==> config.mk <==
export PLATFORM = sky130hd
export DESIGN_NAME = mc_ctrl_fsm
export DESIGN_NICKNAME = d
export VERILOG_FILES = /design/src/rtl/mc_ctrl_pkg.sv /design/src/rtl/mc_ctrl_decode.sv /design/src/rtl/mc_ctrl_fsm.sv
export SDC_FILE = /design/constraint.sdc
export NUM_CORES = 1
export LEC_CHECK = 0
export ABC_CLOCK_PERIOD_IN_PS = 2500
export BUFFER_PORTS_ARGS = -buffer_cell sky130_fd_sc_hd__buf_2
export CAP_MARGIN = 10
export CORE_ASPECT_RATIO = 0.8
export CORE_UTILIZATION = 41
export DETAILED_ROUTE_END_ITERATION = 6
export HOLD_SLACK_MARGIN = 0.12
export PLACE_DENSITY = 0.66
export SYNTH_ARGS = -nofsm -noshare
export SYNTH_HDL_FRONTEND = slang
export SYNTH_SLANG_ARGS = --single-unit
==> constraint.sdc <==
create_clock -name clk -period 2.5 [get_ports clk]
set_input_delay 0.125 -clock clk [delete_from_list [all_inputs] [get_ports clk]]
set_output_delay 0.125 -clock clk [all_outputs]
set_load 0.02 [all_outputs]
==> src/rtl/mc_ctrl_pkg.sv <==
// Shared encodings for the multi-cycle MIPS-subset control sequencer:
// state numbering, opcode/func values and datapath select codes.
package mc_ctrl_pkg;

  localparam int unsigned STATE_W = 4;
  localparam int unsigned OP_W    = 6;
  localparam int unsigned FUNC_W  = 6;
  localparam int unsigned CNT_W   = 4;
  localparam int unsigned CLASS_W = 4;
  localparam int unsigned ALUOP_W = 3;

  typedef enum logic [STATE_W-1:0] {
    ST_FETCH     = 4'd0,
    ST_DECODE    = 4'd1,
    ST_MEM_ADDR  = 4'd2,
    ST_MEM_READ  = 4'd3,
    ST_MEM_WB    = 4'd4,
    ST_MEM_WRITE = 4'd5,
    ST_EXEC_R    = 4'd6,
    ST_EXEC_I    = 4'd7,
    ST_ALU_WB    = 4'd8,
    ST_BRANCH    = 4'd9,
    ST_JUMP      = 4'd10,
    ST_JAL       = 4'd11,
    ST_JR        = 4'd12,
    ST_TRAP      = 4'd13
  } state_e;

  // Instruction class resolved in DECODE and held for the rest of the instruction
  typedef enum logic [CLASS_W-1:0] {
    IC_LW      = 4'd0,
    IC_SW      = 4'd1,
    IC_RTYPE   = 4'd2,
    IC_JR      = 4'd3,
    IC_ADDI    = 4'd4,
    IC_XORI    = 4'd5,
    IC_BEQ     = 4'd6,
    IC_BNE     = 4'd7,
    IC_J       = 4'd8,
    IC_JAL     = 4'd9,
    IC_ILLEGAL = 4'd10
  } iclass_e;

  typedef enum logic [ALUOP_W-1:0] {
    ALU_ADD = 3'd0,
    ALU_SUB = 3'd1,
    ALU_XOR = 3'd2,
    ALU_SLT = 3'd3
  } alu_op_e;

  localparam logic [OP_W-1:0] OP_RTYPE = 6'h00;
  localparam logic [OP_W-1:0] OP_J     = 6'h02;
  localparam logic [OP_W-1:0] OP_JAL   = 6'h03;
  localparam logic [OP_W-1:0] OP_BEQ   = 6'h04;
  localparam logic [OP_W-1:0] OP_BNE   = 6'h05;
  localparam logic [OP_W-1:0] OP_ADDI  = 6'h08;
  localparam logic [OP_W-1:0] OP_XORI  = 6'h0e;
  localparam logic [OP_W-1:0] OP_LW    = 6'h23;
  localparam logic [OP_W-1:0] OP_SW    = 6'h2b;

  localparam logic [FUNC_W-1:0] FN_JR  = 6'h08;
  localparam logic [FUNC_W-1:0] FN_ADD = 6'h20;
  localparam logic [FUNC_W-1:0] FN_SUB = 6'h22;
  localparam logic [FUNC_W-1:0] FN_SLT = 6'h2a;

  localparam logic [1:0] PC_SRC_ALU    = 2'd0;
  localparam logic [1:0] PC_SRC_ALUOUT = 2'd1;
  localparam logic [1:0] PC_SRC_JUMP   = 2'd2;
  localparam logic [1:0] PC_SRC_RS     = 2'd3;

  localparam logic [1:0] REG_DST_RT = 2'd0;
  localparam logic [1:0] REG_DST_RD = 2'd1;
  localparam logic [1:0] REG_DST_RA = 2'd2;

  localparam logic [1:0] WB_ALUOUT = 2'd0;
  localparam logic [1:0] WB_MDR    = 2'd1;
  localparam logic [1:0] WB_PC     = 2'd2;

  localparam logic SRCA_PC = 1'b0;
  localparam logic SRCA_RS = 1'b1;

  localparam logic [2:0] SRCB_RT      = 3'd0;
  localparam logic [2:0] SRCB_FOUR    = 3'd1;
  localparam logic [2:0] SRCB_SEXT    = 3'd2;
  localparam logic [2:0] SRCB_ZEXT    = 3'd3;
  localparam logic [2:0] SRCB_SEXT_SH = 3'd4;

endpackage

==> src/rtl/mc_ctrl_decode.sv <==
// Combinational instruction decode: op_code/func to instruction class and
// the ALU operation that the execute state will use.
module mc_ctrl_decode
  import mc_ctrl_pkg::*;
(
  input  logic [5:0] op_code,
  input  logic [5:0] func,
  output logic [3:0] iclass_c,
  output logic [2:0] alu_op_c
);

  always_comb begin
    iclass_c = IC_ILLEGAL;
    alu_op_c = ALU_ADD;
    case (op_code)
      OP_RTYPE: begin
        case (func)
          FN_ADD: iclass_c = IC_RTYPE;
          FN_SUB: begin
            iclass_c = IC_RTYPE;
            alu_op_c = ALU_SUB;
          end
          FN_SLT: begin
            iclass_c = IC_RTYPE;
            alu_op_c = ALU_SLT;
          end
          FN_JR:   iclass_c = IC_JR;
          default: iclass_c = IC_ILLEGAL;
        endcase
      end
      OP_LW:   iclass_c = IC_LW;
      OP_SW:   iclass_c = IC_SW;
      OP_ADDI: iclass_c = IC_ADDI;
      OP_XORI: begin
        iclass_c = IC_XORI;
        alu_op_c = ALU_XOR;
      end
      OP_BEQ:  iclass_c = IC_BEQ;
      OP_BNE:  iclass_c = IC_BNE;
      OP_J:    iclass_c = IC_J;
      OP_JAL:  iclass_c = IC_JAL;
      default: iclass_c = IC_ILLEGAL;
    endcase
  end

endmodule

==> src/rtl/mc_ctrl_fsm.sv <==
// Multi-cycle control sequencer: one micro-state per clock, Moore-decoded
// datapath selects/enables, with a wait counter for slow memory.
module mc_ctrl_fsm
  import mc_ctrl_pkg::*;
#(
  parameter int unsigned MEM_WAIT        = 0,
  parameter bit          TRAP_ON_ILLEGAL = 1'b1
) (
  input  logic       clk,
  input  logic       reset,
  input  logic [5:0] op_code,
  input  logic [5:0] func,
  input  logic       zero,
  output logic       pc_we,
  output logic [1:0] pc_src,
  output logic       ir_we,
  output logic       iord,
  output logic       mem_we,
  output logic       reg_we,
  output logic [1:0] reg_dst,
  output logic [1:0] wb_src,
  output logic       alu_src_a,
  output logic [2:0] alu_src_b,
  output logic [2:0] alu_op,
  output logic       retire,
  output logic       trap,
  output logic [3:0] state
);

  localparam logic [CNT_W-1:0] WAIT_LAST = CNT_W'(MEM_WAIT);

  state_e              state_q, state_d;
  logic    [CNT_W-1:0] cnt_q, cnt_d;
  iclass_e             iclass_q, iclass_d;
  alu_op_e             alu_op_q, alu_op_d;

  logic [CLASS_W-1:0] dec_iclass;
  logic [ALUOP_W-1:0] dec_alu_op;
  iclass_e            dec_cls;
  logic               wait_done;

  logic    pc_we_c, ir_we_c, mem_we_c, reg_we_c, retire_c, trap_c;
  alu_op_e alu_op_c;

  mc_ctrl_decode u_decode (
    .op_code  (op_code),
    .func     (func),
    .iclass_c (dec_iclass),
    .alu_op_c (dec_alu_op)
  );

  assign dec_cls   = iclass_e'(dec_iclass);
  assign wait_done = (cnt_q == WAIT_LAST);

  always_ff @(posedge clk) begin
    if (reset) begin
      state_q  <= ST_FETCH;
      cnt_q    <= '0;
      iclass_q <= IC_ILLEGAL;
      alu_op_q <= ALU_ADD;
    end else begin
      state_q  <= state_d;
      cnt_q    <= cnt_d;
      iclass_q <= iclass_d;
      alu_op_q <= alu_op_d;
    end
  end

  // Next state and per-state control decode
  always_comb begin
    state_d   = state_q;
    cnt_d     = cnt_q;
    iclass_d  = iclass_q;
    alu_op_d  = alu_op_q;
    pc_we_c   = 1'b0;
    ir_we_c   = 1'b0;
    mem_we_c  = 1'b0;
    reg_we_c  = 1'b0;
    retire_c  = 1'b0;
    trap_c    = 1'b0;
    pc_src    = PC_SRC_ALU;
    iord      = 1'b0;
    reg_dst   = REG_DST_RT;
    wb_src    = WB_ALUOUT;
    alu_src_a = SRCA_PC;
    alu_src_b = SRCB_RT;
    alu_op_c  = ALU_ADD;
    case (state_q)
      ST_FETCH: begin
        ir_we_c   = 1'b1;
        pc_we_c   = 1'b1;
        alu_src_b = SRCB_FOUR;
        state_d   = ST_DECODE;
      end
      ST_DECODE: begin
        alu_src_b = SRCB_SEXT_SH;
        iclass_d  = dec_cls;
        alu_op_d  = alu_op_e'(dec_alu_op);
        case (dec_cls)
          IC_LW, IC_SW:     state_d = ST_MEM_ADDR;
          IC_RTYPE:         state_d = ST_EXEC_R;
          IC_JR:            state_d = ST_JR;
          IC_ADDI, IC_XORI: state_d = ST_EXEC_I;
          IC_BEQ, IC_BNE:   state_d = ST_BRANCH;
          IC_J:             state_d = ST_JUMP;
          IC_JAL:           state_d = ST_JAL;
          default: begin
            if (TRAP_ON_ILLEGAL) begin
              state_d = ST_TRAP;
            end else begin
              retire_c = 1'b1;
              state_d  = ST_FETCH;
            end
          end
        endcase
      end
      ST_MEM_ADDR: begin
        alu_src_a = SRCA_RS;
        alu_src_b = SRCB_SEXT;
        state_d   = (iclass_q == IC_SW) ? ST_MEM_WRITE : ST_MEM_READ;
      end
      ST_MEM_READ: begin
        iord = 1'b1;
        if (wait_done) begin
          cnt_d   = '0;
          state_d = ST_MEM_WB;
        end else begin
          cnt_d = cnt_q + CNT_W'(1);
        end
      end
      ST_MEM_WB: begin
        reg_we_c = 1'b1;
        reg_dst  = REG_DST_RT;
        wb_src   = WB_MDR;
        retire_c = 1'b1;
        state_d  = ST_FETCH;
      end
      ST_MEM_WRITE: begin
        iord     = 1'b1;
        mem_we_c = 1'b1;
        if (wait_done) begin
          cnt_d    = '0;
          retire_c = 1'b1;
          state_d  = ST_FETCH;
        end else begin
          cnt_d = cnt_q + CNT_W'(1);
        end
      end
      ST_EXEC_R: begin
        alu_src_a = SRCA_RS;
        alu_src_b = SRCB_RT;
        alu_op_c  = alu_op_q;
        state_d   = ST_ALU_WB;
      end
      ST_EXEC_I: begin
        alu_src_a = SRCA_RS;
        alu_src_b = (iclass_q == IC_XORI) ? SRCB_ZEXT : SRCB_SEXT;
        alu_op_c  = alu_op_q;
        state_d   = ST_ALU_WB;
      end
      ST_ALU_WB: begin
        reg_we_c = 1'b1;
        wb_src   = WB_ALUOUT;
        reg_dst  = (iclass_q == IC_RTYPE) ? REG_DST_RD : REG_DST_RT;
        retire_c = 1'b1;
        state_d  = ST_FETCH;
      end
      ST_BRANCH: begin
        alu_src_a = SRCA_RS;
        alu_src_b = SRCB_RT;
        alu_op_c  = ALU_SUB;
        pc_src    = PC_SRC_ALUOUT;
        pc_we_c   = (iclass_q == IC_BEQ) ? zero : ~zero;
        retire_c  = 1'b1;
        state_d   = ST_FETCH;
      end
      ST_JUMP: begin
        pc_we_c  = 1'b1;
        pc_src   = PC_SRC_JUMP;
        retire_c = 1'b1;
        state_d  = ST_FETCH;
      end
      ST_JR: begin
        pc_we_c  = 1'b1;
        pc_src   = PC_SRC_RS;
        retire_c = 1'b1;
        state_d  = ST_FETCH;
      end
      ST_JAL: begin
        pc_we_c  = 1'b1;
        pc_src   = PC_SRC_JUMP;
        reg_we_c = 1'b1;
        reg_dst  = REG_DST_RA;
        wb_src   = WB_PC;
        retire_c = 1'b1;
        state_d  = ST_FETCH;
      end
      ST_TRAP: begin
        trap_c = 1'b1;
      end
      default: state_d = ST_FETCH;
    endcase
  end

  // Reset suppresses every side effect in the same cycle it is seen
  assign pc_we  = pc_we_c  & ~reset;
  assign ir_we  = ir_we_c  & ~reset;
  assign mem_we = mem_we_c & ~reset;
  assign reg_we = reg_we_c & ~reset;
  assign retire = retire_c & ~reset;
  assign trap   = trap_c   & ~reset;
  assign alu_op = alu_op_c;
  assign state  = state_q;

endmodule

-- After elaboration in Yosys (flattened, before gate mapping)
Cells that the tools add are included.
- register bits after elaboration: 15
- input bits: 15
- output and inout bits: 24
- logic and storage cells: 97
- $add $sub $neg: 1
- equality and inequality tests: 40
- muxes and demuxes: 27
- bitwise operators: 9
- reduce and logical (&&, ||, !) cells: 16
- operators by type and width (cell ; count):
    one-hot mux 4 bit (7 select lines) ; 2
    equality test 4 x 3 -> 1 bit (second input constant) ; 10
    one-hot mux 4 bit (9 select lines) ; 1
    equality test 4 bit (second input constant) ; 8
    equality test 6 bit (second input constant) ; 5
    equality test 4 x 2 -> 1 bit (second input constant) ; 5
    equality test 6 x 4 -> 1 bit (second input constant) ; 3
    equality test 4 x 1 -> 1 bit (second input constant) ; 3
    equality test 6 x 2 -> 1 bit (second input constant) ; 2
    equality test 6 x 3 -> 1 bit (second input constant) ; 2
    logical NOT 4 bit ; 3
    two-way mux 4 bit ; 3
    one-hot mux 2 bit (2 select lines) ; 3
    one-hot mux 3 bit (2 select lines) ; 2
    one-hot mux 3 bit (4 select lines) ; 1
    OR reduction 2 bit ; 6
    two-way mux 1 bit ; 10
    one-hot mux 4 bit (2 select lines) ; 1
    OR reduction 4 bit ; 2
    AND 1 bit ; 6
    logical NOT 6 bit ; 1
    one-hot mux 2 bit (3 select lines) ; 1
    OR reduction 3 bit ; 2
    OR reduction 6 bit ; 1
    6 further kinds ; 10

-- Depth between registers and ports, before layout
Gate-level depths: netlist of the first run.
- depth in word-level cells: 8
- gate-level depth with buffers: 7
- gate-level depth less buffers: 7

-- Cells and area by module
Synthesis of the first run repeated with hierarchy kept, for this count alone.
- cells, all modules: 173
- area, all modules: 1293.7 µm²
- by module, submodules not included (module ; times used ; cells each ; area an instance (µm²) ; sequential area each (µm²)):
    mc_ctrl_fsm ; 1 ; 133 ; 1047.3 ; 300.3
    mc_ctrl_decode ; 1 ; 40 ; 246.5 ; 0.0

-- Worst setup path before layout of the first run
OpenSTA, ideal clock, no wires.
- path kind: reg-to-output
- start: register state_q[2] (netlist: state[2])
- end: output port reg_we
- data arrival time: 1.800 ns
- data required time: 2.375 ns
- setup slack: 0.575 ns
- cell stages (with the launch flop): 5
- path buffers: 0
- path through: dfxtp_1 inv_1 nor4_1 a31oi_1 nor2_1
- word-level cells in the longest chain between the ends: 4
- elaborated cells between the ends (all ways): 6
- RTL lines (item ; line ; RTL):
    start, declared ; mc_ctrl_fsm.sv:32 ; state_e state_q, state_d;
    start signal, assigned ; mc_ctrl_fsm.sv:62 ; state_q <= state_d;
    equality test 4 bit or equality test 4 x 3 -> 1 bit (tied branches) ; mc_ctrl_fsm.sv:88 ; case (state_q)
    OR reduction 3 bit (no source line) * ; - ;
    two-way mux 1 bit * ; mc_ctrl_fsm.sv:88 ;
    AND 1 bit * ; mc_ctrl_fsm.sv:209 ; assign reg_we = reg_we_c & ~reset;
    end, declared ; mc_ctrl_fsm.sv:19 ; output logic reg_we,
Mark *: on every way between the ends. The rest lies on a longest branch, timed or not.

-- Worst setup path in the final report of the first run
Same ends and word-level chain as after synthesis.

==> impl_table.tex, run 1 <==
\begin{tabular}{lr}
\hline
Metric & Value \\
\hline
\multicolumn{2}{l}{\textbf{Outcome}} \\
Outcome & complete, no violations \\
\multicolumn{2}{l}{\textbf{Clock tree}} \\
Hold\_buf cts & 0 \\
Clock buffers created by TritonCTS & 3 \\
Number of H-tree levels & 1 \\
Cells resized by post-CTS repair & 0 \\
Post-CTS Setup Bufs & 0 \\
Later-pin clock latency in the skew report & 250 ps \\
Clock root buffer master & sky130\_fd\_sc\_hd\_\_clkbuf\_8 \\
CTS tree & done \\
Sink Count & 14 \\
Clock slew at the register clock pins of the worst setup and hold paths & $\sim$60 ps \\
Clock Tree Buf Depth & 2 \\
\multicolumn{2}{l}{\textbf{Critical path}} \\
R2r setup slk & 580 ps \\
Cell family contributing the most delay on the critical path & flip-flops \\
Critical path buffers and inverters & 2 \\
Cells on worst reg2reg path & 5 \\
List of cells traversed by the critical path & inv\_1 -> nor4\_1 -> a31oi\_1 -> nor2\_1 -> buf\_2 \\
Endpoint type of the worst setup path & output port \\
Delay contributed by the slowest stage of the critical path & about 620 ps \\
RR Endpoint & cnt\_q[2] \\
Critical-path cell with the highest stage delay & sky130\_fd\_sc\_hd\_\_dfxtp\_1 \\
Type of the worst setup path & reg2out \\
Source of the worst register-to-register timing path & state[1] \\
Data arrival time at the worst-slack endpoint & 1810 ps \\
Required time reported for the critical path endpoint & 2380 ps \\
Critical Path Source Type & flip-flop \\
Highest fanout seen on the critical path & 14 \\
Instance count on the critical path & 5 \\
\multicolumn{2}{l}{\textbf{Yosys}} \\
Share of synthesized area spent on multiplexers & approximately 3.2\% \\
Syn Std Cell Area & 1250 µm² \\
Top cells by area, synth & sky130\_fd\_sc\_hd\_\_dfxtp\_1 22\%, sky130\_fd\_sc\_hd\_\_nor2\_1 8.1\%, sky130\_fd\_sc\_hd\_\_nand2\_1 6.3\% \\
Synthesized-area fraction occupied by adder cells & around 2.0\% \\
Yosys Warn Count & 0 \\
Seq/Total Area, Yosys & 22.3\% \\
Post-synthesis simple-gate area fraction & 42.7\% \\
Count of mapped cells out of synthesis & 183 \\
Area share of the largest cell type after synthesis & between 20\% and 30\% \\
Count of flip-flops with a built-in enable after synthesis & 0 \\
Syn nets & 200 \\
Cell variety after synth & 47 \\
Largest family of logic cells by synthesized area & simple AND/OR/NAND/NOR gates \\
Post-Synthesis Mean Instance Area & 6.86 µm² \\
Area leader, netlist & sky130\_fd\_sc\_hd\_\_dfxtp\_1 \\
Fraction of the mapped netlist area in compound gates & 17.6\% \\
Synth Area in XOR/XNOR & 4.19\% \\
Top\_reg\_cell synth & sky130\_fd\_sc\_hd\_\_dfxtp\_1 \\
FF+latch count, synth & 14 \\
Proportion of register bits with asynchronous set or reset after synthesis & 0\% \\
\multicolumn{2}{l}{\textbf{Global route}} \\
Pin count of the biggest net entering global routing & 22 \\
Wire length of the first global-routing pass & about 5400 µm \\
Number of global-route vias before repair & 1200 \\
GRT Total Usage & 21.1\% \\
GRT Residual Overflow & 0 \\
Number of antenna violations at the first check in global routing & 0 \\
\multicolumn{2}{l}{\textbf{Worst hold path}} \\
Min-Delay Path Class & in2reg \\
Worst hold path endpoint & alu\_op\_q[1] \\
Hold wc startpoint & func[3] \\
WHS Path Cells & 3 \\
\multicolumn{2}{l}{\textbf{Timing}} \\
Number of hold-slack violations in the final timing report & 0 \\
Max-slew violation count & 0 \\
Headroom to the max-slew limit & 55.5\% \\
Crit path time final & 1940 ps \\
Unrepaired setup endpoints after global routing & no \\
Endpoints failing setup & 0 \\
Final critical-path setup slack & 565 ps \\
Transition time at the pin with the least slew margin & about 670 ps \\
Final-layout worst hold slack & 183 ps \\
Post-Route Skew & 1.90 ps \\
Highest Clock Rate & 517 MHz \\
Crit share post-route & between 70\% and 80\% \\
Setup TNS Final & 0 ps \\
\multicolumn{2}{l}{\textbf{Placed design}} \\
Dpl cell area & 1440 µm² \\
Port Buf Inserts & 37 \\
Pre-CTS setup slack & 625 ps \\
Post-placement cell count & 247 \\
Global placer's final weighted congestion & 0.833 \\
DP Wirelength & 2410 µm \\
\multicolumn{2}{l}{\textbf{Route}} \\
Mean routed wirelength per cell & 12.9 µm \\
Detailed router's first-iteration violation count & approximately 100 \\
Via count of the routed design & 1378 \\
Remaining routing DRC violations & 0 \\
Sum of routed wire length over all layers & approximately 3300 µm \\
Count of antenna-violating nets left after detailed routing & 0 \\
First-pass iteration count of the detailed router & 4 \\
Via density & approximately 5.5 \\
\multicolumn{2}{l}{\textbf{Finish}} \\
Fraction of final layout cells with drive strength greater than 1 & 23.5\% \\
Non-filler instance count after layout & 251 \\
Antenna diode count & 0 \\
Post-route standard cell area excluding fillers & 1490 µm² \\
Final core utilization & 52.7\% \\
Final \#Nets & 231 \\
Number of fill cells & 283 \\
Area growth from synthesis to layout & 18.8\% \\
\multicolumn{2}{l}{\textbf{Job}} \\
Number of violations of the max-capacitance limit & 0 \\
\multicolumn{2}{l}{\textbf{Floorplanning}} \\
Floorplan die area & between 3000 and 4000 µm² \\
Ports & 39 \\
Horizontal extent of the die & 63.9 µm \\
Core Footprint & between 2000 and 3000 µm² \\
Die height & 51.5 µm \\
Initial cell density of the core & 44.4\% \\
\# rows & 17 \\
\multicolumn{2}{l}{\textbf{Power and ir drop}} \\
Total chip power & around 1.2 mW \\
Total power divided by cell area & 785 nW/µm² \\
P\_leak & 0.648 nW \\
Largest voltage drop on the vdd net & 0.000381 V \\
\hline
\end{tabular}
synthesized netlist by cell type (2+ instances only):
cell type                  number
sky130_fd_sc_hd__nor2_1        27
sky130_fd_sc_hd__nand2_1       21
sky130_fd_sc_hd__dfxtp_1       14
sky130_fd_sc_hd__a21oi_1       13
sky130_fd_sc_hd__nor3_1        11
sky130_fd_sc_hd__inv_1          7
sky130_fd_sc_hd__clkbuf_1       6
sky130_fd_sc_hd__nand2b_1       6
sky130_fd_sc_hd__nor2b_1        5
sky130_fd_sc_hd__o21ai_0        5
sky130_fd_sc_hd__buf_4          4
sky130_fd_sc_hd__mux2i_1        4
sky130_fd_sc_hd__nor4_1         4
sky130_fd_sc_hd__a31oi_1        3
sky130_fd_sc_hd__nand4_1        3
sky130_fd_sc_hd__nor3b_1        3
sky130_fd_sc_hd__or3_1          3
sky130_fd_sc_hd__xnor2_1        3
sky130_fd_sc_hd__xor2_1         3
sky130_fd_sc_hd__a211oi_1       2
sky130_fd_sc_hd__a21boi_0       2
sky130_fd_sc_hd__and2_1         2
sky130_fd_sc_hd__and3_1         2
sky130_fd_sc_hd__and3b_1        2
sky130_fd_sc_hd__buf_2          2
sky130_fd_sc_hd__ha_1           2
sky130_fd_sc_hd__nand3b_1       2
sky130_fd_sc_hd__nor4b_1        2
sky130_fd_sc_hd__or4_1          2
metal layers:
metal | up-vias | share of wire [%] | track usage, %
met2 | 57 | 40 | 30.9
li1 | 702 | - | -
met3 | 4 | 6.8 | 5.13
met4 | 0 | 0.68 | 6.06
met1 | 615 | 53 | 30.3
met5 | - | 0 | 0
registers in the layout, indices dropped and copies added, names as in the netlist:
name      cells
cnt_q         4
iclass_q      4
alu_op_q      2
state         4
how the worst max path moves through the flow:
stage / to / start / slack (ps)
global route: reg_we / state[2] / 330
global placement: state[1] / op_code[5] / 720
CTS: reg_we / state[2] / 580
floorplan: reg_we / state[2] / 570
detailed placement: cnt_q[2] / state[1] / 630
finish: reg_we / state[2] / 560
logic make-up after synthesis:
kind of cell,Yosys count
mux,4
simple gates,100
buf+inv,21
fa+ha+maj,2
xor+xnor,6
other cells,1
compound gates,35
flops,14
worst reg2reg max path, cell delays in order, from the launching register on:
cell,delay (ps)
sky130_fd_sc_hd__dfxtp_1,750
sky130_fd_sc_hd__xnor2_1,180
sky130_fd_sc_hd__nor3b_2,360
sky130_fd_sc_hd__nand2_1,110
sky130_fd_sc_hd__or3_1,310
sky130_fd_sc_hd__a21oi_1,140
layout make-up:
type	count	area (µm²)	share of cell area, %
clock buffer	4	55.1	3.69
inverter	8	30.0	2.01
multi-input combinational	148	878	58.9
sequential	14	280	18.8
tap	38	47.5	3.19
timing repair buffer	39	200	13.4
power by group:
part	switching [mW]	internal (mW)	total [mW]
Sequential	0.0575	0.261	0.319
Clock	0.0850	0.140	0.225
Combinational	0.405	0.222	0.627
Total	0.547	0.623	1.17
cell usage in the layout (no fill, tap or decap), types with 3 or more instances in the layout:
| cell type | synthesis | final |
|---|---|---|
| sky130_fd_sc_hd__buf_2 | 2 | 37 |
| sky130_fd_sc_hd__nand4_1 | 3 | 3 |
| sky130_fd_sc_hd__or3_1 | 3 | 3 |
| sky130_fd_sc_hd__nand2b_1 | 6 | 6 |
| sky130_fd_sc_hd__a21oi_1 | 13 | 13 |
| sky130_fd_sc_hd__xnor2_1 | 3 | 3 |
| sky130_fd_sc_hd__inv_1 | 7 | 7 |
| sky130_fd_sc_hd__xor2_1 | 3 | 3 |
| sky130_fd_sc_hd__nor2b_1 | 5 | 5 |
| sky130_fd_sc_hd__nor3_1 | 11 | 11 |
| sky130_fd_sc_hd__o21ai_0 | 5 | 5 |
| sky130_fd_sc_hd__nor2_1 | 27 | 27 |
| sky130_fd_sc_hd__dfxtp_1 | 14 | 14 |
| sky130_fd_sc_hd__nor4_1 | 4 | 4 |
| sky130_fd_sc_hd__a31oi_1 | 3 | 3 |
| sky130_fd_sc_hd__clkbuf_8 | 0 | 4 |
| sky130_fd_sc_hd__nor3b_1 | 3 | 3 |
| sky130_fd_sc_hd__mux2i_1 | 4 | 4 |
| sky130_fd_sc_hd__nand2_1 | 21 | 21 |
No activity file was read; power rests on OpenSTA's default activity.
==> run 2, diff against run 1 <==
--- a/config.mk
+++ b/config.mk
@@ -5,7 +5,7 @@
 export SDC_FILE = /design/constraint.sdc
 export NUM_CORES = 1
 export LEC_CHECK = 0
-export ABC_CLOCK_PERIOD_IN_PS = 2500
+export ABC_CLOCK_PERIOD_IN_PS = 1860
 export BUFFER_PORTS_ARGS = -buffer_cell sky130_fd_sc_hd__buf_2
 export CAP_MARGIN = 10
 export CORE_ASPECT_RATIO = 0.8
==> constraint.sdc (replaced) <==
create_clock -name clk -period 1.86 [get_ports clk]
set_input_delay 0.093 -clock clk [delete_from_list [all_inputs] [get_ports clk]]
set_output_delay 0.093 -clock clk [all_outputs]
set_load 0.02 [all_outputs]
==> run 2 against run 1 <==
First-iteration DRC count is 40% lower; non-clock buffer count is 8 higher; via count is 2.2% higher; final cell count is 2.8% higher; worst setup slack worse by 450 ps; sequential power is 38% higher; hold slack better by 6.0 ps; critical path type unchanged; critical endpoint is now pc_we.
==> impl_table.tex, run 2 (synthesis results as in run 1) <==
\begin{tabular}{lr}
\hline
Metric & Value \\
\hline
\multicolumn{2}{l}{\textbf{Power and ir drop}} \\
Total power divided by cell area & 1020 nW/µm² (+30\%) \\
Largest voltage drop on the vdd net & 0.000442 V (+16\%) \\
Relative contribution of sequential cells to total power & 27.8\% (+0.6 points) \\
Sw Ratio & 46.5\% (-0.22 points) \\
Sw Pwr & 0.739 mW (+35\%) \\
Share of total power in the clock network & 15.2\% (-4.0 points) \\
P\_leak & 0.688 nW (+6.2\%) \\
Power share of the combinational group & 57.1\% (+3.5 points) \\
Internal power & 0.849 mW (+36\%) \\
\multicolumn{2}{l}{\textbf{Clock tree}} \\
Hold\_buf cts & 0 (unchanged) \\
Post-CTS Setup Bufs & 0 (unchanged) \\
Clock buffers created by TritonCTS & 3 (unchanged) \\
Clock Tree Buf Depth & 2 (unchanged) \\
CTS tree & done \\
Later-pin clock latency in the skew report & 240 ps (about the same) \\
Clock slew at the register clock pins of the worst setup and hold paths & 50 ps (about the same) \\
Clock root buffer master & sky130\_fd\_sc\_hd\_\_clkbuf\_8 \\
Number of H-tree levels & 1 (unchanged) \\
Sink Count & 14 (unchanged) \\
\multicolumn{2}{l}{\textbf{Placed design}} \\
Global placer's final weighted congestion & 0.873 (+4.8\%) \\
DP Wirelength & 2520 µm (+4.8\%) \\
Port Buf Inserts & 37 (unchanged) \\
Post-placement cell count & 255 (+3.2\%) \\
Pre-CTS setup slack & 243 ps (-383 ps) \\
\multicolumn{2}{l}{\textbf{Critical path}} \\
Required time reported for the critical path endpoint & 1770 ps (-610 ps) \\
Critical Path Source Type & flip-flop \\
Data arrival time at the worst-slack endpoint & 1650 ps (-160 ps) \\
R2r setup slk & 220 ps (-360 ps) \\
Highest fanout seen on the critical path & 4 (-10) \\
Endpoint type of the worst setup path & output port \\
Type of the worst setup path & reg2out \\
\multicolumn{2}{l}{\textbf{Timing}} \\
Max-slew violation count & 0 (unchanged) \\
Final critical-path setup slack & 113 ps (-452 ps) \\
Highest Clock Rate & roughly 570 MHz \\
Crit path time final & 1750 ps \\
Number of hold-slack violations in the final timing report & 0 (unchanged) \\
Crit share post-route & 93.9\% \\
Endpoints failing setup & 0 (unchanged) \\
Post-Route Skew & 0.871 ps (-1.03 ps) \\
\multicolumn{2}{l}{\textbf{Finish}} \\
Non-filler instance count after layout & 258 (+2.8\%) \\
Footprint of the multi-input gates & 900 µm² (+2.4\%) \\
Fraction of final layout cells with drive strength greater than 1 & 27.7\% (+4.3 points) \\
Reg area & 283 µm² (+0.89\%) \\
Area growth from synthesis to layout & 24.4\% \\
Final \#Nets & 239 (+3.5\%) \\
Number of fill cells & 302 (+6.7\%) \\
Most used cells in the layout excluding fill and tap cells & 37 x sky130\_fd\_sc\_hd\_\_buf\_2, 27 x sky130\_fd\_sc\_hd\_\_nor2\_1, 21 x sky130\_fd\_sc\_hd\_\_nand2\_1 \\
Antenna diode count & 0 (unchanged) \\
Commonest non-fill, non-tap cell in the layout & sky130\_fd\_sc\_hd\_\_buf\_2 \\
\multicolumn{2}{l}{\textbf{Global route}} \\
Wire length of the first global-routing pass & 5420 µm (+0.13\%) \\
GRT Residual Overflow & 0 (unchanged) \\
Number of global-route vias before repair & 1209 (+0.75\%) \\
Pin count of the biggest net entering global routing & 22 (unchanged) \\
Number of antenna violations at the first check in global routing & 0 (unchanged) \\
GRT Total Usage & 20.9\% (-0.21 points) \\
\multicolumn{2}{l}{\textbf{Route}} \\
Via density & 5.46 (-0.52\%) \\
Count of antenna-violating nets left after detailed routing & 0 (unchanged) \\
First-pass iteration count of the detailed router & 5 (+1) \\
Sum of routed wire length over all layers & 3230 µm (-0.77\%) \\
Via count of the routed design & 1409 (+2.2\%) \\
Detailed router's first-iteration violation count & 62 (-40\%) \\
Remaining routing DRC violations & 0 (unchanged) \\
Mean routed wirelength per cell & 12.5 µm (-3.5\%) \\
\multicolumn{2}{l}{\textbf{Floorplanning}} \\
Horizontal extent of the die & 63.9 µm (unchanged) \\
Ports & 39 (unchanged) \\
Initial cell density of the core & 44.4\% (unchanged) \\
Core Footprint & 2830 µm² (unchanged) \\
\# rows & 17 (unchanged) \\
Floorplan die area & 3290 µm² (unchanged) \\
Die height & 51.5 µm (unchanged) \\
\multicolumn{2}{l}{\textbf{Worst hold path}} \\
Min-Delay Path Class & in2reg \\
\multicolumn{2}{l}{\textbf{Job}} \\
Number of violations of the max-capacitance limit & 0 (unchanged) \\
\multicolumn{2}{l}{\textbf{Outcome}} \\
Outcome & complete, no violations \\
\hline
\end{tabular}
[run 2: stage by stage]
step / setup TNS (ps) / util [%] / hold slack, ps / instance area (µm²) / power (mW)
global placement: 0 / 53.1 / 407 / 1500 / 1.31
finish: 0 / 55.2 / 189 / 1560 / 1.59
global route: -23.2 / 55.2 / 210 / 1560 / 1.70
detailed placement: 0 / 53.1 / 449 / 1500 / 1.33
CTS: 0 / 54.6 / 198 / 1540 / 1.58
floorplan: 0 / - / 264 / 1260 / 1.03
[run 2: routing by layer]
layer,GRT usage [%],wire [µm],up-vias,part of all wire [%]
li1,-,-,716,-
met3,4.69,232,2,7.2
met1,29.3,1680,639,52
met2,33.0,1300,52,40
met5,0,0,-,0
met4,3.41,10,0,0.31
[run 2: critical path, stage by stage, from the launching register on]
cell and delay, ps:
sky130_fd_sc_hd__dfxtp_1 370, sky130_fd_sc_hd__nor4bb_4 320, sky130_fd_sc_hd__xnor2_1 110, sky130_fd_sc_hd__a21oi_1 190, sky130_fd_sc_hd__nor2_1 60, sky130_fd_sc_hd__a31oi_1 140
sky130_fd_sc_hd__nor2_1 50, sky130_fd_sc_hd__buf_2 170
[run 2: cell type report]
class                      instances  share of cell area (%)
timing repair buffer              47                    16.7
clock buffer                       3                    2.64
tap                               38                    3.04
inverter                           8                    1.92
sequential                        14                    18.1
multi-input combinational        148                    57.6
[run 2: timing repair]
action	in CTS	in global routing
setup endpoints to repair	0	3
hold endpoints to repair	0	0
gates resized for setup	0	4
[run 2: path summary, 6_finish.rpt]
path | start | endpoint | cells after the start
worst min-delay path | func[3] | alu_op_q[1] | 3
worst max register to register | cnt_q[0] | state[1] | 7
worst min register to register | alu_op_q[0] | alu_op_q[0] | 2
worst max-delay path | iclass_q[1] | pc_we | 7
[run 2: power groups by stage]
stage / clock (mW) / sequential (mW) / combinational, mW
after floorplan: 0 / 0.432 / 0.602
after global placement: 0 / 0.434 / 0.877
after detailed placement: 0 / 0.437 / 0.897
after CTS: 0.251 / 0.431 / 0.900
after global routing: 0.267 / 0.451 / 0.982
final: 0.241 / 0.441 / 0.906
==> run 3, diff against run 2 <==
--- a/config.mk
+++ b/config.mk
@@ -5,10 +5,12 @@
 export SDC_FILE = /design/constraint.sdc
 export NUM_CORES = 1
 export LEC_CHECK = 0
+export ABC_AREA = 1
 export ABC_CLOCK_PERIOD_IN_PS = 1860
 export BUFFER_PORTS_ARGS = -buffer_cell sky130_fd_sc_hd__buf_2
 export CAP_MARGIN = 10
 export CORE_ASPECT_RATIO = 0.8
+export CORE_MARGIN = 2
 export CORE_UTILIZATION = 41
 export DETAILED_ROUTE_END_ITERATION = 6
 export HOLD_SLACK_MARGIN = 0.12
==> run 3 against run 2 <==
Hold slack worse by 39 ps; critical endpoint is now retire; worst setup slack gained 43 ps; clock skew increased by 0.74 ps; critical path type unchanged.
==> impl_table.tex, run 3 <==
\begin{tabular}{lr}
\hline
Metric & Value \\
\hline
\multicolumn{2}{l}{\textbf{Outcome}} \\
Outcome & complete, no violations \\
\multicolumn{2}{l}{\textbf{Floorplanning}} \\
Initial cell density of the core & 42.2\% (-2.2 points) \\
Ports & 39 (unchanged) \\
Floorplan die area & 3570 µm² (+8.6\%) \\
Core Footprint & 3020 µm² (+6.7\%) \\
\# rows & 18 (+1) \\
Die height & 53.9 µm (+4.6\%) \\
Horizontal extent of the die & 66.3 µm (+3.9\%) \\
\multicolumn{2}{l}{\textbf{Finish}} \\
Antenna diode count & 0 (unchanged) \\
Fraction of final layout cells with drive strength greater than 1 & 30.4\% (+2.7 points) \\
Final \#Nets & 258 (+7.9\%) \\
Most used cells in the layout excluding fill and tap cells & 37 x sky130\_fd\_sc\_hd\_\_buf\_2, 34 x sky130\_fd\_sc\_hd\_\_nand2\_1, 30 x sky130\_fd\_sc\_hd\_\_nor2\_1 \\
Commonest non-fill, non-tap cell in the layout & sky130\_fd\_sc\_hd\_\_buf\_2 \\
Area growth from synthesis to layout & 21.9\% \\
Post-route standard cell area excluding fillers & 1550 µm² (-0.56\%) \\
\multicolumn{2}{l}{\textbf{Clock tree}} \\
Clock slew at the register clock pins of the worst setup and hold paths & 60 ps (about the same) \\
Clock buffers created by TritonCTS & 3 (unchanged) \\
Clock root buffer master & sky130\_fd\_sc\_hd\_\_clkbuf\_8 \\
Post-CTS Setup Bufs & 0 (unchanged) \\
Number of H-tree levels & 1 (unchanged) \\
Hold\_buf cts & 0 (unchanged) \\
CTS tree & done \\
Clock Tree Buf Depth & 2 (unchanged) \\
Later-pin clock latency in the skew report & 250 ps (about the same) \\
Sink Count & 14 (unchanged) \\
Cells resized by post-CTS repair & 0 (unchanged) \\
\multicolumn{2}{l}{\textbf{Critical path}} \\
Critical-path cell with the highest stage delay & sky130\_fd\_sc\_hd\_\_dfxtp\_1 \\
Most used cell, CP & sky130\_fd\_sc\_hd\_\_nand2\_1 \\
Timing endpoint of the critical path & retire \\
Required time reported for the critical path endpoint & 1770 ps (about the same) \\
List of cells traversed by the critical path & inv\_1 -> ha\_1 -> nand2\_1 -> nor2\_1 -> nand2\_1 -> a21oi\_1 -> buf\_2 \\
Critical Path Source Type & flip-flop \\
Delay contributed by the slowest stage of the critical path & 370 ps (about the same) \\
Source of the worst register-to-register timing path & state[1] \\
Cell family contributing the most delay on the critical path & simple AND/OR/NAND/NOR gates \\
Instance count on the critical path & 7 (unchanged) \\
Type of the worst setup path & reg2out \\
Data arrival time at the worst-slack endpoint & 1610 ps (-40 ps) \\
Critical path buffers and inverters & 2 (+1) \\
R2r setup slk & 390 ps (+170 ps) \\
RR Endpoint & state[2] \\
Cells on worst reg2reg path & 8 (+1) \\
Endpoint type of the worst setup path & output port \\
Crit path from & cnt\_q[0] \\
Highest fanout seen on the critical path & 5 (+1) \\
\multicolumn{2}{l}{\textbf{Timing}} \\
Crit path time final & 1700 ps (-43.5 ps) \\
Unrepaired setup endpoints after global routing & no \\
Highest Clock Rate & 587 MHz (+2.6\%) \\
Max-slew violation count & 0 (unchanged) \\
Setup TNS Final & 0 ps (unchanged) \\
Number of hold-slack violations in the final timing report & 0 (unchanged) \\
Final critical-path setup slack & 156 ps (+43.5 ps) \\
Post-Route Skew & 1.61 ps (+0.740 ps) \\
Crit share post-route & 91.6\% (-2.3 points) \\
Endpoints failing setup & 0 (unchanged) \\
\multicolumn{2}{l}{\textbf{Route}} \\
Via density & 4.77 (-13\%) \\
Met2 Routed Length & 1130 µm (-14\%) \\
Via count of the routed design & 1336 (-5.2\%) \\
Routed length on met1 & 1690 µm (+0.89\%) \\
Detailed router's first-iteration violation count & 55 (-11\%) \\
Remaining routing DRC violations & 0 (unchanged) \\
Highest metal used & met4 \\
Sum of routed wire length over all layers & 3060 µm (-5.1\%) \\
Routed wl met3 & 225 µm (-3.0\%) \\
Count of antenna-violating nets left after detailed routing & 0 (unchanged) \\
First-pass iteration count of the detailed router & 4 (-1) \\
Mean routed wirelength per cell & 10.9 µm (-13\%) \\
\multicolumn{2}{l}{\textbf{Placed design}} \\
Dpl cell area & 1490 µm² (-0.83\%) \\
DP Wirelength & 2530 µm (+0.28\%) \\
Port Buf Inserts & 37 (unchanged) \\
Pre-CTS setup slack & 424 ps (+182 ps) \\
Global placer's final weighted congestion & 0.815 (-6.7\%) \\
\multicolumn{2}{l}{\textbf{Yosys}} \\
Post-Synthesis Mean Instance Area & 6.31 µm² (-8.1\%) \\
Proportion of register bits with asynchronous set or reset after synthesis & 0\% (unchanged) \\
Top-count cell post-synth & sky130\_fd\_sc\_hd\_\_nand2\_1 \\
Cell variety after synth & 37 (-21\%) \\
Count of mapped cells out of synthesis & 202 (+10\%) \\
Top cells by area, synth & sky130\_fd\_sc\_hd\_\_dfxtp\_1 22\%, sky130\_fd\_sc\_hd\_\_nand2\_1 10\%, sky130\_fd\_sc\_hd\_\_nor2\_1 9.1\% \\
Seq/Total Area, Yosys & 22.0\% (-0.33 points) \\
Syn Std Cell Area & 1270 µm² (+1.5\%) \\
Cell types with the highest counts after synthesis & 34 x sky130\_fd\_sc\_hd\_\_nand2\_1, 31 x sky130\_fd\_sc\_hd\_\_nor2\_1, 28 x sky130\_fd\_sc\_hd\_\_inv\_1, 17 x sky130\_fd\_sc\_hd\_\_nand3\_1, 14 x sky130\_fd\_sc\_hd\_\_dfxtp\_1 \\
Area share of the largest cell type after synthesis & 22.0\% (-0.33 points) \\
Area leader, netlist & sky130\_fd\_sc\_hd\_\_dfxtp\_1 \\
Top\_reg\_cell synth & sky130\_fd\_sc\_hd\_\_dfxtp\_1 \\
Syn nets & 219 (+9.5\%) \\
Count of flip-flops with a built-in enable after synthesis & 0 (unchanged) \\
Yosys Warn Count & 0 (unchanged) \\
FF+latch count, synth & 14 (unchanged) \\
\multicolumn{2}{l}{\textbf{Power and ir drop}} \\
P\_leak & 0.843 nW (+23\%) \\
Largest voltage drop on the vdd net & 0.000436 V (-1.2\%) \\
Total power divided by cell area & 652 nW/µm² (-36\%) \\
\multicolumn{2}{l}{\textbf{Global route}} \\
Number of antenna violations at the first check in global routing & 0 (unchanged) \\
GRT Residual Overflow & 0 (unchanged) \\
GRT Total Usage & 18.3\% (-2.6 points) \\
Number of global-route vias before repair & 1097 (-9.3\%) \\
Pin count of the biggest net entering global routing & 14 (-36\%) \\
Wire length of the first global-routing pass & 5010 µm (-7.6\%) \\
\multicolumn{2}{l}{\textbf{Job}} \\
Number of violations of the max-capacitance limit & 0 (unchanged) \\
\multicolumn{2}{l}{\textbf{Worst hold path}} \\
Min-Delay Path Class & in2reg \\
Hold wc startpoint & func[3] \\
\hline
\end{tabular}
[run 3: final cells by class]
cell class / count / area [µm²]
fill: 334 / 1470
multi-input combinational: 148 / 831
inverter: 37 / 151
timing repair buffer: 37 / 185
tap: 40 / 50.0
clock buffer: 4 / 55.1
sequential: 14 / 280
[run 3: tightest hold or removal path: cells and delay by family]
family	cells	cell delay (ps)
AOI/OAI and AO/OA	1	70
and+or+nand+nor	1	80
buffers and inverters	1	120
[run 3: power breakdown]
part / switching, mW / leakage, nW / internal (mW) / total, mW
sequential: 0.0278 / 0.114 / 0.327 / 0.355
clock: 0.118 / 0.0288 / 0.188 / 0.306
combinational: 0.240 / 0.699 / 0.112 / 0.352
total: 0.386 / 0.843 / 0.627 / 1.01
[run 3: worst min path at each step]
| stage | endpoint | cells after the start |
|---|---|---|
| after floorplan | iclass_q[2] | 1 |
| after global placement | alu_op_q[1] | 3 |
| after detailed placement | alu_op_q[1] | 3 |
| after CTS | alu_op_q[1] | 3 |
| after global routing | alu_op_q[1] | 3 |
| final | alu_op_q[1] | 3 |
[run 3: routing by layer]
metal / GRT usage, % / vias up
li1: - / 733
met1: 29.0 / 563
met2: 24.7 / 38
met3: 5.23 / 2
met4: 2.04 / 0
met5: 0 / -
[run 3: metrics by stage]
stage	hold slack [ps]	power, mW	util [%]	instances
detailed placement	411	0.711	49.4	276
finish	150	1.01	51.5	280
global placement	419	0.712	49.4	276
CTS	154	1.02	51.2	280
floorplan	171	0.614	-	202
global route	177	1.08	51.5	280
[run 3: logic make-up (layout without fill, tap and decap cells)]
family	count (synthesis)	after routing	synth area share (%)
flops	14	14	22.0
fa+ha+maj	2	2	1.96
buf+inv	40	78	13.4
compound gates	33	33	16.2
simple gates	110	110	44.8
xor+xnor	2	2	1.38
other cells	1	1	0.294
